==> src/rtl/inst_mem_access_if.sv <==
`default_nettype none
// ============================================================================
// Module   : inst_mem_access_if
// Brief    : Execute-side handshake, data-bus and writeback bundle for the
//            memory-access stage. "slave" is the stage's view, "master" is
//            the view of the surrounding pipeline/bus environment.
// Revision : 1.0 - initial release
// ============================================================================
interface inst_mem_access_if #(
  parameter int XLEN = 32
);
  // execute stage handshake
  logic            ex_valid_i;
  logic            ex_ready_o;
  logic [31:0]     ex_inst_i;
  logic [XLEN-1:0] ex_addr_i;
  logic [XLEN-1:0] ex_sdata_i;
  logic            ex_reg_wen_i;
  logic [4:0]      ex_reg_waddr_i;
  logic [XLEN-1:0] ex_reg_wdata_i;

  // data bus
  logic            mem_req_o;
  logic            mem_we_o;
  logic [XLEN-1:0] mem_addr_o;
  logic [XLEN-1:0] mem_wdata_o;
  logic [3:0]      mem_be_o;
  logic            mem_gnt_i;
  logic            mem_rvalid_i;
  logic [XLEN-1:0] mem_rdata_i;

  // writeback
  logic            wb_valid_o;
  logic            wb_reg_wen_o;
  logic [4:0]      wb_reg_waddr_o;
  logic [XLEN-1:0] wb_reg_wdata_o;
  logic [1:0]      wb_exc_o;

  modport slave (
    input  ex_valid_i, ex_inst_i, ex_addr_i, ex_sdata_i,
           ex_reg_wen_i, ex_reg_waddr_i, ex_reg_wdata_i,
           mem_gnt_i, mem_rvalid_i, mem_rdata_i,
    output ex_ready_o,
           mem_req_o, mem_we_o, mem_addr_o, mem_wdata_o, mem_be_o,
           wb_valid_o, wb_reg_wen_o, wb_reg_waddr_o, wb_reg_wdata_o, wb_exc_o
  );

  modport master (
    output ex_valid_i, ex_inst_i, ex_addr_i, ex_sdata_i,
           ex_reg_wen_i, ex_reg_waddr_i, ex_reg_wdata_i,
           mem_gnt_i, mem_rvalid_i, mem_rdata_i,
    input  ex_ready_o,
           mem_req_o, mem_we_o, mem_addr_o, mem_wdata_o, mem_be_o,
           wb_valid_o, wb_reg_wen_o, wb_reg_waddr_o, wb_reg_wdata_o, wb_exc_o
  );
endinterface

`default_nettype wire

==> src/rtl/inst_mem_access.sv <==
`default_nettype none
// ============================================================================
// Module   : inst_mem_access
// Brief    : Memory-access pipeline stage. ALU/CSR results pass through to
//            writeback after one register; loads/stores run a req/gnt/rvalid
//            bus transaction with lane steering, load extension, alignment
//            checking and a bus timeout.
// Revision : 1.0 - initial release
// ============================================================================
module inst_mem_access #(
  parameter int XLEN    = 32,
  parameter int TIMEOUT = 16
) (
  input  logic             clk_i,
  input  logic             rst_i,
  inst_mem_access_if.slave bus
);

  localparam logic [6:0] C_OP_LOAD   = 7'b0000011;
  localparam logic [6:0] C_OP_STORE  = 7'b0100011;
  localparam logic [7:0] C_TO_LAST   = 8'(TIMEOUT - 1);
  localparam logic [1:0] C_EXC_NONE  = 2'b00;
  localparam logic [1:0] C_EXC_MISAL = 2'b01;
  localparam logic [1:0] C_EXC_BUS   = 2'b10;
  localparam logic [1:0] C_EXC_ILL   = 2'b11;

  typedef enum logic [1:0] {
    S_IDLE = 2'd0,
    S_REQ  = 2'd1,
    S_WAIT = 2'd2,
    S_DONE = 2'd3
  } state_t;

  state_t          r_state, w_state_nxt;
  logic [7:0]      r_cnt, w_cnt_nxt;
  logic            r_is_load, w_is_load_nxt;
  logic [2:0]      r_funct3, w_funct3_nxt;
  logic [1:0]      r_off, w_off_nxt;
  logic [4:0]      r_waddr, w_waddr_nxt;

  logic            r_mem_req, w_mem_req_nxt;
  logic            r_mem_we, w_mem_we_nxt;
  logic [XLEN-1:0] r_mem_addr, w_mem_addr_nxt;
  logic [XLEN-1:0] r_mem_wdata, w_mem_wdata_nxt;
  logic [3:0]      r_mem_be, w_mem_be_nxt;

  logic            r_wb_valid, w_wb_valid_nxt;
  logic            r_wb_wen, w_wb_wen_nxt;
  logic [4:0]      r_wb_waddr, w_wb_waddr_nxt;
  logic [XLEN-1:0] r_wb_wdata, w_wb_wdata_nxt;
  logic [1:0]      r_wb_exc, w_wb_exc_nxt;

  logic [6:0]      w_opcode;
  logic [2:0]      w_funct3;
  logic            w_is_load, w_is_store, w_is_mem;
  logic            w_legal, w_misaligned;
  logic [3:0]      w_be;
  logic [XLEN-1:0] w_st_data;
  logic            w_ready, w_accept;
  logic [XLEN-1:0] w_shifted, w_load_data;
  logic            w_unused;

  // Only opcode and funct3 of the instruction word matter here.
  assign w_unused = &{1'b0, bus.ex_inst_i[31:15], bus.ex_inst_i[11:7]};

  assign w_opcode   = bus.ex_inst_i[6:0];
  assign w_funct3   = bus.ex_inst_i[14:12];
  assign w_is_load  = (w_opcode == C_OP_LOAD);
  assign w_is_store = (w_opcode == C_OP_STORE);
  assign w_is_mem   = w_is_load || w_is_store;
  assign w_ready    = (r_state == S_IDLE) && !rst_i;
  assign w_accept   = bus.ex_valid_i && w_ready;

  // Decode legality, alignment and byte-lane steering of the incoming access.
  always_comb begin
    w_legal      = 1'b0;
    w_misaligned = 1'b0;
    w_be         = 4'b1111;
    w_st_data    = bus.ex_sdata_i;
    if (w_is_load) begin
      w_legal = (w_funct3 == 3'b000) || (w_funct3 == 3'b001) || (w_funct3 == 3'b010) ||
                (w_funct3 == 3'b100) || (w_funct3 == 3'b101);
    end else if (w_is_store) begin
      w_legal = (w_funct3 == 3'b000) || (w_funct3 == 3'b001) || (w_funct3 == 3'b010);
    end
    // funct3[1:0] is the access size for every legal encoding
    case (w_funct3[1:0])
      2'b00: begin
        w_be      = 4'b0001 << bus.ex_addr_i[1:0];
        w_st_data = {4{bus.ex_sdata_i[7:0]}};
      end
      2'b01: begin
        w_misaligned = bus.ex_addr_i[0];
        w_be         = bus.ex_addr_i[1] ? 4'b1100 : 4'b0011;
        w_st_data    = {2{bus.ex_sdata_i[15:0]}};
      end
      default: begin
        w_misaligned = |bus.ex_addr_i[1:0];
      end
    endcase
  end

  // Align the returned word to the addressed byte and extend to XLEN.
  always_comb begin
    w_shifted = bus.mem_rdata_i >> {r_off, 3'b000};
    case (r_funct3)
      3'b000:  w_load_data = {{24{w_shifted[7]}}, w_shifted[7:0]};
      3'b001:  w_load_data = {{16{w_shifted[15]}}, w_shifted[15:0]};
      3'b100:  w_load_data = {24'd0, w_shifted[7:0]};
      3'b101:  w_load_data = {16'd0, w_shifted[15:0]};
      default: w_load_data = w_shifted;
    endcase
  end

  // Next-state and next-output logic of the stage controller.
  always_comb begin
    w_state_nxt     = r_state;
    w_cnt_nxt       = r_cnt;
    w_is_load_nxt   = r_is_load;
    w_funct3_nxt    = r_funct3;
    w_off_nxt       = r_off;
    w_waddr_nxt     = r_waddr;
    w_mem_req_nxt   = r_mem_req;
    w_mem_we_nxt    = r_mem_we;
    w_mem_addr_nxt  = r_mem_addr;
    w_mem_wdata_nxt = r_mem_wdata;
    w_mem_be_nxt    = r_mem_be;
    w_wb_valid_nxt  = 1'b0;
    w_wb_wen_nxt    = r_wb_wen;
    w_wb_waddr_nxt  = r_wb_waddr;
    w_wb_wdata_nxt  = r_wb_wdata;
    w_wb_exc_nxt    = r_wb_exc;

    unique case (r_state)
      S_IDLE: begin
        if (w_accept) begin
          w_wb_waddr_nxt = bus.ex_reg_waddr_i;
          if (!w_is_mem) begin
            w_wb_valid_nxt = 1'b1;
            w_wb_wen_nxt   = bus.ex_reg_wen_i && (bus.ex_reg_waddr_i != 5'd0);
            w_wb_wdata_nxt = bus.ex_reg_wdata_i;
            w_wb_exc_nxt   = C_EXC_NONE;
          end else if (!w_legal || w_misaligned) begin
            w_wb_valid_nxt = 1'b1;
            w_wb_wen_nxt   = 1'b0;
            w_wb_wdata_nxt = '0;
            w_wb_exc_nxt   = !w_legal ? C_EXC_ILL : C_EXC_MISAL;
          end else begin
            w_state_nxt     = S_REQ;
            w_cnt_nxt       = 8'd0;
            w_is_load_nxt   = w_is_load;
            w_funct3_nxt    = w_funct3;
            w_off_nxt       = bus.ex_addr_i[1:0];
            w_waddr_nxt     = bus.ex_reg_waddr_i;
            w_mem_req_nxt   = 1'b1;
            w_mem_we_nxt    = w_is_store;
            w_mem_addr_nxt  = {bus.ex_addr_i[XLEN-1:2], 2'b00};
            w_mem_wdata_nxt = w_is_store ? w_st_data : '0;
            w_mem_be_nxt    = w_be;
          end
        end
      end
      S_REQ: begin
        if (bus.mem_gnt_i) begin
          w_mem_req_nxt = 1'b0;
          w_cnt_nxt     = 8'd0;
          if (r_is_load) begin
            w_state_nxt = S_WAIT;
          end else begin
            w_state_nxt    = S_DONE;
            w_wb_valid_nxt = 1'b1;
            w_wb_wen_nxt   = 1'b0;
            w_wb_waddr_nxt = r_waddr;
            w_wb_exc_nxt   = C_EXC_NONE;
          end
        end else if (r_cnt == C_TO_LAST) begin
          // request is abandoned and reported as a bus error
          w_mem_req_nxt  = 1'b0;
          w_state_nxt    = S_DONE;
          w_wb_valid_nxt = 1'b1;
          w_wb_wen_nxt   = 1'b0;
          w_wb_waddr_nxt = r_waddr;
          w_wb_exc_nxt   = C_EXC_BUS;
        end else begin
          w_cnt_nxt = r_cnt + 8'd1;
        end
      end
      S_WAIT: begin
        if (bus.mem_rvalid_i) begin
          w_state_nxt    = S_DONE;
          w_wb_valid_nxt = 1'b1;
          w_wb_wen_nxt   = (r_waddr != 5'd0);
          w_wb_waddr_nxt = r_waddr;
          w_wb_wdata_nxt = w_load_data;
          w_wb_exc_nxt   = C_EXC_NONE;
        end else if (r_cnt == C_TO_LAST) begin
          w_state_nxt    = S_DONE;
          w_wb_valid_nxt = 1'b1;
          w_wb_wen_nxt   = 1'b0;
          w_wb_waddr_nxt = r_waddr;
          w_wb_exc_nxt   = C_EXC_BUS;
        end else begin
          w_cnt_nxt = r_cnt + 8'd1;
        end
      end
      S_DONE: begin
        w_state_nxt = S_IDLE;
      end
      default: begin
        w_state_nxt = S_IDLE;
      end
    endcase
  end

  // State, captured context and registered outputs; reset aborts any transfer.
  always_ff @(posedge clk_i) begin
    if (rst_i) begin
      r_state     <= S_IDLE;
      r_cnt       <= 8'd0;
      r_is_load   <= 1'b0;
      r_funct3    <= 3'd0;
      r_off       <= 2'd0;
      r_waddr     <= 5'd0;
      r_mem_req   <= 1'b0;
      r_mem_we    <= 1'b0;
      r_mem_addr  <= '0;
      r_mem_wdata <= '0;
      r_mem_be    <= 4'd0;
      r_wb_valid  <= 1'b0;
      r_wb_wen    <= 1'b0;
      r_wb_waddr  <= 5'd0;
      r_wb_wdata  <= '0;
      r_wb_exc    <= 2'd0;
    end else begin
      r_state     <= w_state_nxt;
      r_cnt       <= w_cnt_nxt;
      r_is_load   <= w_is_load_nxt;
      r_funct3    <= w_funct3_nxt;
      r_off       <= w_off_nxt;
      r_waddr     <= w_waddr_nxt;
      r_mem_req   <= w_mem_req_nxt;
      r_mem_we    <= w_mem_we_nxt;
      r_mem_addr  <= w_mem_addr_nxt;
      r_mem_wdata <= w_mem_wdata_nxt;
      r_mem_be    <= w_mem_be_nxt;
      r_wb_valid  <= w_wb_valid_nxt;
      r_wb_wen    <= w_wb_wen_nxt;
      r_wb_waddr  <= w_wb_waddr_nxt;
      r_wb_wdata  <= w_wb_wdata_nxt;
      r_wb_exc    <= w_wb_exc_nxt;
    end
  end

  assign bus.ex_ready_o     = w_ready;
  assign bus.mem_req_o      = r_mem_req;
  assign bus.mem_we_o       = r_mem_we;
  assign bus.mem_addr_o     = r_mem_addr;
  assign bus.mem_wdata_o    = r_mem_wdata;
  assign bus.mem_be_o       = r_mem_be;
  assign bus.wb_valid_o     = r_wb_valid;
  assign bus.wb_reg_wen_o   = r_wb_wen;
  assign bus.wb_reg_waddr_o = r_wb_waddr;
  assign bus.wb_reg_wdata_o = r_wb_wdata;
  assign bus.wb_exc_o       = r_wb_exc;

endmodule

`default_nettype wire

==> src/flat_wrapper.sv <==
// flat-port wrapper written by rule: the top's interface ports become plain ports
module inst_mem_access_flat 
#(
  parameter int XLEN    = 32,
  parameter int TIMEOUT = 16
)
  (clk_i, rst_i, bus_ex_valid_i, bus_ex_inst_i, bus_ex_addr_i, bus_ex_sdata_i, bus_ex_reg_wen_i, bus_ex_reg_waddr_i, bus_ex_reg_wdata_i, bus_mem_gnt_i, bus_mem_rvalid_i, bus_mem_rdata_i, bus_ex_ready_o, bus_mem_req_o, bus_mem_we_o, bus_mem_addr_o, bus_mem_wdata_o, bus_mem_be_o, bus_wb_valid_o, bus_wb_reg_wen_o, bus_wb_reg_waddr_o, bus_wb_reg_wdata_o, bus_wb_exc_o);
  inst_mem_access_if #(.XLEN(XLEN)) bus_i ();
  input  logic clk_i;
  input  logic rst_i;
  input wire logic [$bits(bus_i.ex_valid_i)-1:0] bus_ex_valid_i;
  input wire logic [$bits(bus_i.ex_inst_i)-1:0] bus_ex_inst_i;
  input wire logic [$bits(bus_i.ex_addr_i)-1:0] bus_ex_addr_i;
  input wire logic [$bits(bus_i.ex_sdata_i)-1:0] bus_ex_sdata_i;
  input wire logic [$bits(bus_i.ex_reg_wen_i)-1:0] bus_ex_reg_wen_i;
  input wire logic [$bits(bus_i.ex_reg_waddr_i)-1:0] bus_ex_reg_waddr_i;
  input wire logic [$bits(bus_i.ex_reg_wdata_i)-1:0] bus_ex_reg_wdata_i;
  input wire logic [$bits(bus_i.mem_gnt_i)-1:0] bus_mem_gnt_i;
  input wire logic [$bits(bus_i.mem_rvalid_i)-1:0] bus_mem_rvalid_i;
  input wire logic [$bits(bus_i.mem_rdata_i)-1:0] bus_mem_rdata_i;
  output wire logic [$bits(bus_i.ex_ready_o)-1:0] bus_ex_ready_o;
  output wire logic [$bits(bus_i.mem_req_o)-1:0] bus_mem_req_o;
  output wire logic [$bits(bus_i.mem_we_o)-1:0] bus_mem_we_o;
  output wire logic [$bits(bus_i.mem_addr_o)-1:0] bus_mem_addr_o;
  output wire logic [$bits(bus_i.mem_wdata_o)-1:0] bus_mem_wdata_o;
  output wire logic [$bits(bus_i.mem_be_o)-1:0] bus_mem_be_o;
  output wire logic [$bits(bus_i.wb_valid_o)-1:0] bus_wb_valid_o;
  output wire logic [$bits(bus_i.wb_reg_wen_o)-1:0] bus_wb_reg_wen_o;
  output wire logic [$bits(bus_i.wb_reg_waddr_o)-1:0] bus_wb_reg_waddr_o;
  output wire logic [$bits(bus_i.wb_reg_wdata_o)-1:0] bus_wb_reg_wdata_o;
  output wire logic [$bits(bus_i.wb_exc_o)-1:0] bus_wb_exc_o;
  assign bus_i.ex_valid_i = bus_ex_valid_i;
  assign bus_i.ex_inst_i = bus_ex_inst_i;
  assign bus_i.ex_addr_i = bus_ex_addr_i;
  assign bus_i.ex_sdata_i = bus_ex_sdata_i;
  assign bus_i.ex_reg_wen_i = bus_ex_reg_wen_i;
  assign bus_i.ex_reg_waddr_i = bus_ex_reg_waddr_i;
  assign bus_i.ex_reg_wdata_i = bus_ex_reg_wdata_i;
  assign bus_i.mem_gnt_i = bus_mem_gnt_i;
  assign bus_i.mem_rvalid_i = bus_mem_rvalid_i;
  assign bus_i.mem_rdata_i = bus_mem_rdata_i;
  assign bus_ex_ready_o = bus_i.ex_ready_o;
  assign bus_mem_req_o = bus_i.mem_req_o;
  assign bus_mem_we_o = bus_i.mem_we_o;
  assign bus_mem_addr_o = bus_i.mem_addr_o;
  assign bus_mem_wdata_o = bus_i.mem_wdata_o;
  assign bus_mem_be_o = bus_i.mem_be_o;
  assign bus_wb_valid_o = bus_i.wb_valid_o;
  assign bus_wb_reg_wen_o = bus_i.wb_reg_wen_o;
  assign bus_wb_reg_waddr_o = bus_i.wb_reg_waddr_o;
  assign bus_wb_reg_wdata_o = bus_i.wb_reg_wdata_o;
  assign bus_wb_exc_o = bus_i.wb_exc_o;
  inst_mem_access #(.XLEN(XLEN), .TIMEOUT(TIMEOUT)) u_core (.clk_i(clk_i), .rst_i(rst_i), .bus(bus_i));
endmodule
==> config.mk <==
export PLATFORM = sky130hd
export DESIGN_NAME = inst_mem_access_flat
export DESIGN_NICKNAME = d
export VERILOG_FILES = /design/src/rtl/inst_mem_access_if.sv /design/src/rtl/inst_mem_access.sv /design/src/flat_wrapper.sv
export SDC_FILE = /design/constraint.sdc
export NUM_CORES = 1
export LEC_CHECK = 0
export CORE_UTILIZATION = 43
export CTS_CLUSTER_SIZE = 40
export DETAILED_ROUTE_END_ITERATION = 7
export GPL_TIMING_DRIVEN = 1
export PLACE_DENSITY = 0.84
export SYNTH_ARGS = -nofsm -noshare
export SYNTH_HDL_FRONTEND = slang
export SYNTH_SLANG_ARGS = --single-unit
export TNS_END_PERCENT = 5
==> constraint.sdc <==
create_clock -name clk_i -period 2.47 [get_ports clk_i]
set_input_delay 0.494 -clock clk_i [delete_from_list [all_inputs] [get_ports clk_i]]
set_output_delay 0.494 -clock clk_i [all_outputs]
set_load 0.05 [all_outputs]
# --- Yosys cells after proc, flatten, opt, wreduce, memory -nomap -nowiden ---
# Index checks and enable logic that the tools add are counted.
word_totals:
  register_bits: 130
op_classes:
  muxes: 65
  n_reduce_logical: 28
  addsub: 1
  bitwise: 1
  n_shift: 2
  eq_ne: 22
ops:
  columns: ["op", "count"]
  rows:
  - ["32-bit 2-to-1 mux", 5]
  - ["32-bit one-hot mux with 2 select lines", 2]
  - ["32-bit one-hot mux with 4 select lines", 1]
  - ["8-bit 2-to-1 mux", 6]
  - ["32-bit by 5-bit >> shifter with 32-bit output", 1]
  - ["2-bit 2-to-1 mux", 14]
  - ["5-bit 2-to-1 mux", 5]
  - ["8-bit one-hot mux with 3 select lines", 1]
  - ["1-bit 2-to-1 mux", 22]
  - ["5-bit one-hot mux with 3 select lines", 1]
  - ["3-bit equality test, second input constant", 4]
  - ["4-bit AND reduction", 3]
  - ["5-bit AND reduction", 2]
  - ["5-bit nonzero test", 2]
  - ["8-bit by 1-bit adder with 8-bit output, second input constant", 1]
  - ["8-bit by 4-bit equality test with 1-bit output, second input constant", 1]
  - ["2-bit one-hot mux with 4 select lines", 1]
  - ["4-bit one-hot mux with 2 select lines", 1]
  - ["7-bit by 2-bit equality test with 1-bit output, second input constant", 1]
  - ["7-bit by 6-bit equality test with 1-bit output, second input constant", 1]
  - ["3-bit by 1-bit equality test with 1-bit output, second input constant", 2]
  - ["3-bit logical NOT", 2]
  - ["1-bit logical OR", 6]
  - ["2-bit != test, second input constant", 3]
  - ["19 further kinds", 31]

# --- Logic depth before layout (Yosys ltp) ---
# Gate-level depths: netlist (run 1).
depth:
  word_depth: 12
  mapped_depth: 9
  mapped_depth_nobuf: 7

# --- Worst setup path before layout (run 1) ---
# OpenSTA, ideal clock, no wires.
synth_timing:
  path_type: "reg-to-output"
  startpoint: "reg u_core.r_state[0]"
  endpoint: "out bus_ex_ready_o"
  stages_incl_launch_ff: 6
  t_arrival_ns: 1.821
  setup_slack_ns: 0.155
  cell_sequence: "dfxtp_1 -> inv_1 -> ha_1 -> clkbuf_1 -> clkbuf_1 -> nor2b_1"
synth_between:
  elab_chain_len: 2
synth_rtl:
  columns: ["element", "line", "source"]
  rows:
  - ["start, declared", "inst_mem_access.sv:34", "state_t r_state, w_state_nxt;"]
  - ["start signal, assigned", "inst_mem_access.sv:235", "r_state <= w_state_nxt;"]
  - ["2-bit logical NOT", "inst_mem_access.sv:71", "assign w_ready = (r_state == S_IDLE) && !rst_i;"]
  - ["1-bit logical AND", "inst_mem_access.sv:71", null]
  - ["end, declared", "flat_wrapper.sv:21", "output wire logic [$bits(bus_i.ex_ready_o)-1:0] bus_ex_ready_o;"]
# No other way between the ends.

# --- Final worst setup path (run 1) ---
layout_timing:
  startpoint: "in bus_ex_inst_i[12]"
  endpoint: "reg u_core.r_wb_wdata[18] (netlist: u_core.bus.wb_reg_wdata_o[18])"
layout_between:
  elab_chain_len: 10
layout_rtl:
  columns: ["element", "line", "source"]
  rows:
  - ["start, declared", "flat_wrapper.sv:12", "input wire logic [$bits(bus_i.ex_inst_i)-1:0] bus_ex_inst_i;"]
  - ["3-bit by 1-bit equality test with 1-bit output or 3-bit logical NOT (tied branches)", "inst_mem_access.sv:81, inst_mem_access.sv:84", null]
  - ["1-bit logical OR (2 in a row)", "inst_mem_access.sv:81, inst_mem_access.sv:84", null]
  - ["1-bit logical OR", "inst_mem_access.sv:81", "w_legal = (w_funct3 == 3'b000) || (w_funct3 == 3'b001) || (w_funct3 == 3'b010) ||"]
  - ["1-bit logical OR", "inst_mem_access.sv:82", "(w_funct3 == 3'b100) || (w_funct3 == 3'b101);"]
  - ["1-bit 2-to-1 mux", "inst_mem_access.sv:80", "if (w_is_load) begin"]
  - ["1-bit logical NOT", "inst_mem_access.sv:143", "end else if (!w_legal || w_misaligned) begin"]
  - ["1-bit logical OR (*)", "inst_mem_access.sv:143", null]
  - ["3-bit != test (no source line) (*)", null, null]
  - ["4-bit AND reduction (no source line) (*)", null, null]
  - ["end signal, assigned", "inst_mem_access.sv:249", "r_wb_wdata <= w_wb_wdata_nxt;"]
  - ["end, declared", "inst_mem_access.sv:50", "logic [XLEN-1:0] r_wb_wdata, w_wb_wdata_nxt;"]
# Mark *: on every way between the ends. The rest lies on a longest branch, timed or not.
# A chain may end at the register's enable or synchronous reset.

==> reports/results.tsv, run 1 <==
stage	metric	value	unit
clock_tree	cts_sinks	130	
clock_tree	htreeDepth	4	
global_route	grt_pass1_wl	34730	um
power_and_ir_drop	intPower	4.319	mW
final_layout	multiInputGateArea	3465	um^2
global_route	grt_max_degree	60	
detailed_routing	drtPass1Iterations	5	
power_and_ir_drop	peakVddDrop	456.9	uV
final_layout	n_fill_cell	1141	
setup_path	r2r_cells	8	
placed_design	dp_hpwl	16330	um
power_and_ir_drop	power_frac_comb	23.0	%
synthesis	synth_edf_count	0	
setup_path	r2r_end	u_core.bus.mem_addr_o[5]	
detailed_routing	routed_via_density	5.538	
clock_tree	clock_path_buffers	2	
synthesis	syn_area	6426	um^2
global_route	grt-ovfl-total	0	
worst_hold_path	hold_start	rst_i	
synthesis	yosysMostFrequentCell	a21oi_1	
setup_path	critPathLaunchType	input port	
floorplanning	start_util	44.21	%
synthesis	async_flop_share	0	%
flow_run	cap_violations	0	
synthesis	ys_top_cells_by_area	dfxtp_1, a21oi_1, nand2_1	
setup_path	crit_fanout	24	
worst_hold_path	min_path_cells	2	
timing	fin_worst_skew	9.184	ps
synthesis	synthesis.instances	811	
detailed_routing	drcViolationCount	0	
clock_tree	post-cts-setup-buffer-count	0	
synthesis	netlist_top_cells_count	a21oi_1, nand2_1, dfxtp_1	
global_route	grt_usage	28.13	%
final_layout	insertedDiodeCount	0	
setup_path	r2r_slack	310	ps
detailed_routing	final_antenna_net_count	0	
floorplanning	coreArea	14530	um^2
power_and_ir_drop	p_sw_share	30.32	%
synthesis	netlist.area_leader.share	40.50	%
floorplanning	io_pins	283	
power_and_ir_drop	cellPowerDensity	617.6	nW/um^2
detailed_routing	vias	7055	
timing	drv_slew	0	
setup_path	path_class	input port to register	
final_layout	nets	1254	
final_layout	post-route-cell-area	10040	um^2
timing	fin_crit_sh	91.06	%
floorplanning	die_area	15440	um^2
synthesis	synth_ff_type	dfxtp_1	
timing	worst_pin_slew	626.1	ps
timing	slew_headroom	58.26	%
synthesis	synth_area_per_cell	7.924	um^2
final_layout	syn_to_final_growth	56.17	%
placed_design	io_buffers	258	
clock_tree	cts-root-buf	clkbuf_16	
setup_path	required	2780	ps
detailed_routing	totalWireLength	22170	um
clock_tree	cts-resized-gates	0	
clock_tree	cts_tree	yes	
floorplanning	chipHeight	124.2	um
global_route	grt_pass1_vias	6784	
run_status	status	completed	
timing	rsz0062_at_grt	false	
placed_design	gp_congestion	0.8930	
power_and_ir_drop	seqPwrFrac	36.4	%
synthesis	ys_seq_area_share	40.50	%
timing	fin_crit	2249	ps
timing	hold_violations	0	
synthesis	ys_types	59	
final_layout	layout-drive-gt1-share	10.28	%
setup_path	timing.rr.start	u_core.r_state[0]	
power_and_ir_drop	p_clk_share	40.5	%
clock_tree	cts_buffers	17	
floorplanning	dieWidth	124.2	um
timing	setup_tns	0	ps
clock_tree	postCtsHoldBufs	0	
placed_design	dpl_cell_area	9452	um^2
setup_path	crit_path_end_kind	register	
detailed_routing	drt_iter0_markers	430	
setup_path	cp.arrival	2560	ps
detailed_routing	avgRoutedWirePerCell	17.40	um
worst_hold_path	hold_path_class	input port to register	
worst_hold_path	worstHoldEndpoint	u_core.bus.mem_we_o	
synthesis	yosysTopAreaCell	dfxtp_1	
timing	fmax	444.6	MHz
final_layout	seq_area	2603	um^2
floorplanning	rows	44	
synthesis	ys_warn_count	0	
global_route	antenna_found_initial	0	
power_and_ir_drop	power_switching	1.879	mW
clock_tree	clkTransAtPathRegs	60	ps
power_and_ir_drop	leakagePower	3.584	nW
synthesis	synth-seq-cells	130	
timing	setup_violations	0	
clock_tree	insertion_delay	420	ps
-- power by group through the flow --
stage	Clock [mW]	Combinational, mW	Sequential (mW)
after detailed placement	0	1.41	2.30
after global placement	0	1.40	2.30
after CTS	2.54	1.42	2.26
after global routing	2.65	1.50	2.27
after floorplan	0	0.437	2.64
final	2.51	1.43	2.26
-- cell type report --
type,count,share of cell area [%]
tap,184,2.294
multi-input combinational,586,34.52
timing repair buffer,311,30.27
clock inverter,14,1.546
inverter,31,1.159
clock buffer,18,4.276
sequential,130,25.93
-- registers in the layout (all words and copies together) (netlist names) --
name / cells
u_core.r_waddr: 5
u_core.bus.wb_valid_o: 1
u_core.bus.mem_we_o: 1
u_core.r_funct3: 3
u_core.r_state: 2
u_core.bus.wb_reg_wen_o: 1
u_core.r_off: 2
u_core.bus.mem_req_o: 1
u_core.bus.mem_wdata_o: 32
u_core.bus.wb_exc_o: 2
u_core.bus.wb_reg_waddr_o: 5
u_core.r_is_load: 1
u_core.r_cnt: 8
u_core.bus.mem_addr_o: 30
u_core.bus.wb_reg_wdata_o: 32
u_core.bus.mem_be_o: 4
-- stage by stage --
stage	setup WS (ps)	power (mW)	utilization [%]	cells	hold WS [ps]
2_1_floorplan	154.5	3.077	-	812	443.9
3_3_place_gp	-148.3	3.700	65.03	1242	440.6
3_5_place_dp	-176.5	3.719	65.03	1242	445.8
4_1_cts	254.5	6.223	69.05	1274	337.6
5_1_grt	118.3	6.416	69.05	1274	357.5
6_report	220.8	6.199	69.05	1274	353.9
-- cells by family after synthesis --
| logic type | synth area share (%) |
|---|---|
| and+or+nand+nor | 18.94 |
| AOI/OAI and AO/OA | 26.11 |
| DFF | 40.50 |
| buffers and inverters | 6.016 |
| muxes | 7.204 |
| adders and majority gates | 1.168 |
| other | 0.05836 |
-- routing by layer --
layer  global-route usage [%]  vias up  wire, um
met1                    32.01     3230      8647
met2                    48.03      353     10740
met3                    8.836       47      2097
met5                        0        -         0
met4                    12.40        0       684
li1                         -     3425         -
-- worst max-delay path, cell delays in order --
cell and delay, ps:
clkdlybuf4s50_1 560, a221oi_2 90, buf_4 160, nor2_1 320, o21ai_1 100, a211o_1 330, buf_12 170, o32ai_1 320
-- worst max-delay path by stage --
stage                                               end  depth (start not counted)              start  slack (ps)
after floorplan                          bus_ex_ready_o                          5  u_core.r_state[0]         150
after global placement        u_core.bus.mem_addr_o[21]                          8  bus_ex_inst_i[14]        -150
after detailed placement      u_core.bus.mem_addr_o[21]                          8  bus_ex_inst_i[14]        -180
after CTS                             u_core.r_waddr[3]                          8  bus_ex_inst_i[14]         250
after global routing          u_core.bus.mem_addr_o[18]                          8  bus_ex_inst_i[14]         120
final                     u_core.bus.wb_reg_wdata_o[18]                          8  bus_ex_inst_i[12]         220
-- cells in the final DEF, fill, tap and decap left out, drive strengths merged, types with 2 or more instances in the layout --
cell,synthesis,final
or4,4,4
nand3b,2,2
clkdlybuf4s50,0,256
conb,1,2
a221oi,10,10
a211oi,12,12
a211o,3,3
nor2,36,36
nand2,140,140
mux2i,26,26
o221ai,2,2
a21oi,141,141
and2,4,4
o22ai,7,7
clkinvlp,0,4
nor4,3,3
a22oi,8,8
inv,31,36
a221o,5,5
clkinv,0,3
dfxtp,130,130
o211a,2,2
a21o,3,3
bufinv,0,2
nand2b,8,8
a31oi,3,3
or3,4,4
mux2,16,16
nor2b,19,19
nand3,29,29
buf,18,55
o32ai,18,18
o21ai,32,32
o2111ai,9,9
nor3,13,13
a311oi,2,2
ha,6,6
a21boi,2,2
clkbuf,47,18
(Power assumes the default switching activity.)
==> run 2: changes to the inputs <==
==> constraint.sdc (replaced) <==
create_clock -name clk_i -period 2.4 [get_ports clk_i]
set_input_delay 0.48 -clock clk_i [delete_from_list [all_inputs] [get_ports clk_i]]
set_output_delay 0.48 -clock clk_i [all_outputs]
set_load 0.05 [all_outputs]
==> run 2 against run 1 <==
Against the previous run:
- sequential cell count did not move
- critical endpoint is now u_core.bus.mem_wdata_o[18]
- register-to-register slack got worse by 120 ps
- largest power group unchanged
- first-iteration DRC count up 3.5%
- worst hold slack got worse by 0.95 ps
- via count rose by 3.1%
- clock skew up 1.3 ps
- critical path depth stayed put
- sequential share of layout area is essentially flat
- sequential power rose by 3%
- utilization increased by 0.060 points
- routed wire length increased by 2.2%
- critical path type unchanged
==> reports/results.tsv, run 2 (synthesis results as in run 1) <==
stage	metric	value	unit	change
run_status	status	completed		unchanged
worst_hold_path	hold_start	rst_i		unchanged
setup_path	critPathMaxStageDelay	530	ps	was 560 ps
timing	fin_ws	119.1	ps	was 220.8 ps
floorplanning	die_area	15440	um^2	unchanged
setup_path	required	2740	ps	was 2780 ps
timing	slew_headroom	56.97	%	was 58.26%
final_layout	nets	1254		unchanged
final_layout	final_cell_mix	clkdlybuf4s50_1, a21oi_1, nand2_1		unchanged
clock_tree	cts-resized-gates	0		unchanged
setup_path	cp.buffers_inverters	3		unchanged
detailed_routing	drtPass1Iterations	5		unchanged
detailed_routing	final_antenna_net_count	0		unchanged
detailed_routing	routed_via_density	5.711		was 5.538
global_route	grt_max_degree	60		unchanged
placed_design	io_buffers	258		unchanged
floorplanning	io_pins	283		unchanged
setup_path	timing.rr.start	u_core.r_state[0]		unchanged
power_and_ir_drop	p_total	6.424	mW	was 6.199 mW
power_and_ir_drop	leakagePower	3.599	nW	was 3.584 nW
setup_path	r2r_end	u_core.bus.wb_reg_waddr_o[0]		was u_core.bus.mem_addr_o[5]
floorplanning	chipHeight	124.2	um	unchanged
timing	setup_tns	0	ps	unchanged
setup_path	cp.arrival	2620	ps	was 2560 ps
global_route	antenna_found_initial	0		unchanged
detailed_routing	totalWireLength	22660	um	was 22170 um
setup_path	critPathLaunchType	input port		unchanged
power_and_ir_drop	peakVddDrop	465.2	uV	was 456.9 uV
detailed_routing	drcViolationCount	0		unchanged
clock_tree	cts_buffers	17		unchanged
clock_tree	insertion_delay	420	ps	about the same
detailed_routing	drt_iter0_markers	445		was 430
floorplanning	rows	44		unchanged
global_route	grt_pass1_vias	7022		was 6784
clock_tree	cts-root-buf	clkbuf_16		unchanged
placed_design	dp_slack	-273.3	ps	was -176.5 ps
detailed_routing	avgRoutedWirePerCell	17.79	um	was 17.40 um
timing	worst_pin_slew	645.5	ps	was 626.1 ps
floorplanning	dieWidth	124.2	um	unchanged
timing	rsz0062_at_grt	false		unchanged
clock_tree	postCtsHoldBufs	0		unchanged
power_and_ir_drop	cellPowerDensity	639.5	nW/um^2	was 617.6 nW/um^2
clock_tree	clkTransAtPathRegs	60	ps	about the same
setup_path	worstPathCellList	clkdlybuf4s50_1, nor4_2, nor2_1, nor3_4, buf_12, buf_4, nand3_1, a21oi_1		was clkdlybuf4s50_1, a221oi_2, buf_4, nor2_1, o21ai_1, a211o_1, buf_12, o32ai_1
global_route	grt-ovfl-total	0		unchanged
timing	fin_crit_sh	95.04	%	
clock_tree	cts_sinks	130		unchanged
floorplanning	coreArea	14530	um^2	unchanged
setup_path	startpoint	bus_ex_inst_i[12]		unchanged
placed_design	dp_hpwl	16310	um	was 16330 um
global_route	grt_usage	29.18	%	was 28.13%
worst_hold_path	worstHoldEndpoint	u_core.bus.wb_reg_wdata_o[7]		was u_core.bus.mem_we_o
floorplanning	start_util	44.21	%	unchanged
setup_path	cp_top_family	simple AND/OR/NAND/NOR gates		was buffers and inverters
timing	fin_worst_skew	10.45	ps	was 9.184 ps
final_layout	insertedDiodeCount	0		unchanged
timing	fmax	438.4	MHz	
setup_path	r2r_cells	9		was 8
clock_tree	post-cts-setup-buffer-count	0		unchanged
placed_design	gp_congestion	0.9024		was 0.8930
clock_tree	clock_path_buffers	2		unchanged
setup_path	path_class	input port to register		unchanged
final_layout	n_fill_cell	1167		was 1141
setup_path	cp_slowest_cell	nor4_2		was clkdlybuf4s50_1
worst_hold_path	hold_path_class	input port to register		unchanged
flow_run	cap_violations	0		unchanged
timing	hold_violations	0		unchanged
timing	fin_crit	2281	ps	
setup_path	crit_path_end_kind	register		unchanged
detailed_routing	vias	7276		was 7055
timing	setup_violations	0		unchanged
setup_path	crit_fanout	33		was 24
final_layout	layout-drive-gt1-share	10.28	%	unchanged
clock_tree	htreeDepth	4		unchanged
final_layout	final_common_cell	clkdlybuf4s50_1		unchanged
clock_tree	cts_tree	yes		unchanged
global_route	grt_pass1_wl	36060	um	was 34730 um
final_layout	syn_to_final_growth	56.31	%	was 56.17%
worst_hold_path	min_path_cells	2		unchanged
setup_path	r2r_slack	190	ps	was 310 ps
timing	drv_slew	0		unchanged
## run 2: changes by cell type in the layout (fill, tap and decap cells not counted), sizes merged
cell	change
clkinvlp	-3
clkinv	+2
clkbuf	+1
## run 2: worst max path at each step
stage	end	slack, ps	depth (start not counted)
6_report	u_core.bus.mem_wdata_o[18]	120	8
5_1_grt	u_core.bus.mem_wdata_o[20]	0.4	8
3_3_place_gp	u_core.bus.mem_addr_o[21]	-200	8
2_1_floorplan	bus_ex_ready_o	100	5
4_1_cts	u_core.bus.mem_wdata_o[18]	150	8
3_5_place_dp	u_core.r_waddr[0]	-270	8
## run 2: cell type report
type,count,area (um^2),share of cell area [%]
inverters,31,116.4,1.158
repair buffers,311,3038,30.24
clock inverters,13,150.1,1.495
multi-input cells,586,3465,34.49
clock buffers,19,442.9,4.410
flip-flops and latches,130,2603,25.91
well taps,184,230.2,2.292
## run 2: stage by stage
step                      area [um^2]  util [%]  instances  hold slack (ps)
final                           10040     69.11       1274            353.0
after global routing            10040     69.11       1274            361.1
after CTS                       10040     69.11       1274            340.5
after detailed placement         9452     65.03       1242            445.7
after global placement           9452     65.03       1242            440.9
after floorplan                  6430         -        812            443.9
## run 2: where the power goes
| group | internal, mW | switching, mW | leakage (nW) |
|---|---|---|---|
| Clock | 1.58 | 1.04 | 0.291 |
| Sequential | 2.26 | 0.0579 | 1.05 |
| Combinational | 0.640 | 0.838 | 2.25 |
## run 2: layer usage
metal | wire length (um) | vias to the layer above | global-route usage, %
met2 | 10880 | 395 | 48.98
met1 | 8771 | 3411 | 34.04
met5 | 0 | - | 0
met3 | 2292 | 42 | 9.871
li1 | - | 3428 | -
met4 | 717 | 0 | 11.41
